<file path="src/rtl/mult_control_unit.sv">
// ---------------------------------------------------------------------------
// mult_control_unit
//   Sequencer for a shift-add signed multiplier datapath. Issues one INIT cycle,
//   then WIDTH ADD/SHIFT pairs, subtracting on the final ADD so the sign bit of
//   a two's-complement multiplier is weighted negatively. Holds the result until
//   start is released. Contains no arithmetic; it only drives datapath strobes.
//
// State table:
//   state | meaning
//   IDLE  | waiting; clear pulses clear_ax, start launches a multiply
//   INIT  | clear A/X, load B from Switches, zero the iteration counter
//   ADD   | write adder result into A/X (add or subtract Switches when m=1)
//   SHIFT | arithmetic right shift of {X,A,B}; advance or finish
//   HOLD  | product valid (done); wait for start to drop
//
// Ports:
//   Clk, Reset_n        clock (rising edge) and async active-low reset
//   start, clear        level requests from the operator
//   m                   multiplier LSB, B[0], from the datapath
//   clear_ax, load_b    INIT / idle-clear strobes
//   ld_a, add_en, sub   adder write-back controls
//   shift_en            {X,A,B} shift strobe
//   busy, done          status
//   count               iteration index 0..WIDTH-1
// ---------------------------------------------------------------------------
module mult_control_unit #(
    parameter int WIDTH = 32,
    parameter int CW    = $clog2(WIDTH)
) (
    input  logic          Clk,
    input  logic          Reset_n,
    input  logic          start,
    input  logic          clear,
    input  logic          m,
    output logic          clear_ax,
    output logic          load_b,
    output logic          ld_a,
    output logic          add_en,
    output logic          sub,
    output logic          shift_en,
    output logic          busy,
    output logic          done,
    output logic [CW-1:0] count
);

    typedef enum logic [2:0] {
        S_IDLE  = 3'd0,
        S_INIT  = 3'd1,
        S_ADD   = 3'd2,
        S_SHIFT = 3'd3,
        S_HOLD  = 3'd4
    } state_t;

    localparam logic [CW-1:0] LAST = CW'(WIDTH - 1);

    state_t        state_q, state_d;
    logic [CW-1:0] count_q, count_d;
    logic          last_iter;

    assign last_iter = (count_q == LAST);
    assign count     = count_q;

    always_ff @(posedge Clk or negedge Reset_n) begin
        if (!Reset_n) begin
            state_q <= S_IDLE;
            count_q <= '0;
        end else begin
            state_q <= state_d;
            count_q <= count_d;
        end
    end

    always_comb begin
        state_d  = state_q;
        count_d  = count_q;
        clear_ax = 1'b0;
        load_b   = 1'b0;
        ld_a     = 1'b0;
        add_en   = 1'b0;
        sub      = 1'b0;
        shift_en = 1'b0;
        busy     = 1'b0;
        done     = 1'b0;
        case (state_q)
            S_IDLE: begin
                // clear takes priority over start; gated by reset so every
                // output is low while Reset_n is asserted.
                if (clear) begin
                    clear_ax = Reset_n;
                end else if (start) begin
                    state_d = S_INIT;
                end
            end
            S_INIT: begin
                clear_ax = 1'b1;
                load_b   = 1'b1;
                busy     = 1'b1;
                count_d  = '0;
                state_d  = S_ADD;
            end
            S_ADD: begin
                ld_a    = 1'b1;
                busy    = 1'b1;
                add_en  = m;
                // The MSB of a two's-complement multiplier has negative weight.
                sub     = m & last_iter;
                state_d = S_SHIFT;
            end
            S_SHIFT: begin
                shift_en = 1'b1;
                busy     = 1'b1;
                if (last_iter) begin
                    state_d = S_HOLD;
                end else begin
                    count_d = count_q + CW'(1);
                    state_d = S_ADD;
                end
            end
            S_HOLD: begin
                done = 1'b1;
                if (!start) begin
                    state_d = S_IDLE;
                end
            end
            default: begin
                state_d = S_IDLE;
            end
        endcase
    end

endmodule

</file>
<file path="config.mk">
export PLATFORM = sky130hd
export DESIGN_NAME = mult_control_unit
export DESIGN_NICKNAME = d
export VERILOG_FILES = /design/src/rtl/mult_control_unit.sv
export SDC_FILE = /design/constraint.sdc
export NUM_CORES = 1
export LEC_CHECK = 0
export ABC_CLOCK_PERIOD_IN_PS = 5600
export CAP_MARGIN = 10
export CORE_AREA = 2 2 39 41
export DETAILED_ROUTE_END_ITERATION = 10
export DIE_AREA = 0 0 41 43
export PLACE_DENSITY = 0.75
export SETUP_SLACK_MARGIN = 0.05
export SLEW_MARGIN = 20
export SYNTH_ARGS = -nofsm -noshare
export SYNTH_HDL_FRONTEND = slang
export SYNTH_SLANG_ARGS = --single-unit
</file>
<file path="constraint.sdc">
create_clock -name Clk -period 5.6 [get_ports Clk]
set_clock_uncertainty 0.2 [all_clocks]
set_input_delay 1.12 -clock Clk [delete_from_list [all_inputs] [get_ports Clk]]
set_output_delay 1.12 -clock Clk [all_outputs]
set_load 0.02 [all_outputs]
</file>
==> summary.md <==
| Metric | Value |
|---|---|
| Total core area | around 1400 um^2 |
| Worst setup EP type | primary output |
| Starting density of the core | between 30% and 40% |
| Num CTS Buffers | 3 |
| FF+latch count, synth | 8 |
| Register area share after synthesis | approximately 44% |
| Compound-cell area share of the yosys netlist | between 10% and 20% |
| Die height | approximately 43 um |
| Drt wl/cell | about 12 um |
| Vias | about 400 |
| Layout cells sized above 1 | roughly 14% |
| Post-Synth XOR/XNOR Area | 0% |
| Largest cells by area after synthesis | dfrtp_1, ha_1, a22o_2, and3_1, nor3_1 |
| Synth top area share | between 40 and 50% |
| Site Rows | 14 |
| Unique cell type count in the Yosys netlist | 25 |
| WHS Path Cells | 1 |
| YS warnings | 0 |
| Status | completed |
| Critical path startpoint category | primary input |
| PwrDens | ~550 nW/um^2 |
| Commonest cells after routing, fill and taps aside | clkdlybuf4s50_1, dfrtp_1 |
| CP arrival | around 2.7 ns |
| Max incr delay on CP | ~0.70 ns |
| Clock transition at the registers of the reported paths | around 0.05 ns |
| Synthesized cell area | 459.2 um^2 |
| Residual DRC | 0 |
| Post-synthesis adder-cell area fraction | under 10% |
| Vias in the first global route | roughly 380 |
| Crit path required time | 4.28 ns |
| Fin. Hold Viols | 0 |
| Clk Latency, worst-skew pair | around 0.25 ns |
| RSZ-0062 raised after global routing | false |
| Highest-delay cell along the critical path | clkdlybuf4s50_1 |
| Vias per cell | between 5 and 6 |
| Area leader, netlist | dfrtp_1 |
| Post-Route Utilization | between 40% and 50% |
| CTS HTree Levels | 1 |
| Largest family of logic cells by synthesized area | simple AND/OR/NAND/NOR gates |
| Clock sinks | 8 |
| DR pass1 iterations | 2 |
| Placer Congestion | ~0.7 |
| Synth Area in Simple Gates | 29.16% |
| Fin Setup TNS | 0 ns |
| Post-synth net total | 51 |
| Final #Nets | 72 |
| Commonest non-fill, non-tap cell in the layout | clkdlybuf4s50_1 |
| First-pass GRT wire length | roughly 1600 um |
| Worst-case clock buffer depth | 2 |
| Crit path buf inv count | 2 |
| Setup violators final | 0 |
| Final Cycle Share | a little over 70% |
| Hpwl dp | between 700 and 800 um |
| Final Max Tran Viols | 0 |
| Gr usage total | 13.66% |
| Antenna cells | 0 |
| Antenna violations before repair | 0 |
| Design Power | about 360 uW |
| Crit Path Max Fanout | 9 |
| Crit path time final | 4.018 ns |
| Die ar. | 1763 um^2 |
| Post-synthesis mux area share | roughly 3.3% |
| Max cap viols | 0 |
| Reg2Reg Depth | 6 |
| Antenna viol nets, final | 0 |
| Mapped Cells | 44 |
| Critical Path Stages | 4 |
| # hold bufs at CTS | 0 |
| Worst setup path class | primary input to primary output |
| Largest net degree at the start of global routing | 11 |
| Worst-Margin Slew | ~0.38 ns |
| Post-CTS setup buffers | 0 |
| Root buf cell | clkbuf_4 |
| Critical Path, Cell by Cell | clkdlybuf4s50_1 > a21oi_1 > nor3_1 > clkdlybuf4s50_1 |
| Area Overhead vs Synth | 43.32% |
| Congestion Overflow GR | 0 |
| Leakage | slightly below 0.0003 uW |
| Critical path's top delay family | buffers and inverters |
| Worst min path class | register to register |
| # resized after CTS | 0 |
| VDD IR-drop max | 0.0001958 V |
| Die Width | between 40 and 50 um |
| Post-Route WL | about 960 um |
| CTS tree | built |
| PortBufs | 17 |
| Io pins | 18 |
| Most frequent CP cell | clkdlybuf4s50_1 |
| Fmax | ~250 MHz |
| Mean Syn Cell Area | approximately 10 um^2 |
| Slew headroom | 74.73% |
| Iteration-0 DRC Markers | 9 |
## report_power, final
group	total (uW)	internal, uW	switching, uW
sequential	111	81.0	29.8
clock	43.0	24.4	18.5
combinational	207	109	97.9
total	361	215	146
## kinds of logic (layout without fill, tap and decap cells)
kind of cell | after synthesis | after routing
buffers and inverters | 3 | 22
flip-flops | 8 | 8
multiplexers | 1 | 1
AO/OA/AOI/OAI | 8 | 8
AND/OR/NAND/NOR | 22 | 22
adder cells (fa/ha/maj) | 2 | 2
## final timing paths
path,end,slack (ns),from
setup / recovery,clear_ax,1.58,Reset_n
hold / removal,state_q[0]$_DFFE_PN0P_,0.35,state_q[0]$_DFFE_PN0P_
setup reg to reg,count[2]$_DFFE_PN0P_,3.64,count[0]$_DFFE_PN0P_
hold reg to reg,state_q[0]$_DFFE_PN0P_,0.35,state_q[0]$_DFFE_PN0P_
max in group asynchronous,count[4]$_DFFE_PN0P_,3.97,Reset_n
min in group asynchronous,state_q[1]$_DFFE_PN0P_,0.95,Reset_n
## registers in the layout, summed over array words and instances, names as in the netlist
name,cells
count,5
state_q,3
## routing by layer
layer / share of wire, % / GRT usage [%] / vias up
met4: 2.1 / 6.000 / 0
met1: 40 / 16.17 / 187
met2: 52 / 19.38 / 10
li1: - / - / 200
met5: 0 / 0 / -
met3: 5.4 / 7.853 / 4
## per-stage QoR
step	cell area, um^2	std cells	hold slack (ns)	worst slack [ns]
final	658.1	79	0.3485	1.582
after global routing	658.1	79	0.3609	1.423
after CTS	658.1	79	0.3416	1.530
after detailed placement	635.6	76	0.3336	1.530
after global placement	635.6	76	0.3346	1.544
after floorplan	459.2	44	0.3016	2.651
## cells in the mapped netlist, drive strengths merged
cell and n:
o2bb2ai 1, and2 2, and3 3, nor2b 1, inv 2, nand3 1, nor3 3, mux2 1
a21o 1, a22o 3, a21oi 2, nor3b 1, dfrtp 8, nor2 4, o311ai 1, nand3b 1
clkbuf 1, nand2 2, nand2b 3, ha 2, nand4b 1
## final cells by class
type	count	area, um^2
timing repair buffer	17	170.2
tap	16	20.02
inverter	2	7.507
multi-input combinational	33	237.7
sequential	8	200.2
fill	146	725.7
clock buffer	3	22.52
No activity file was read; power rests on OpenSTA's default activity.
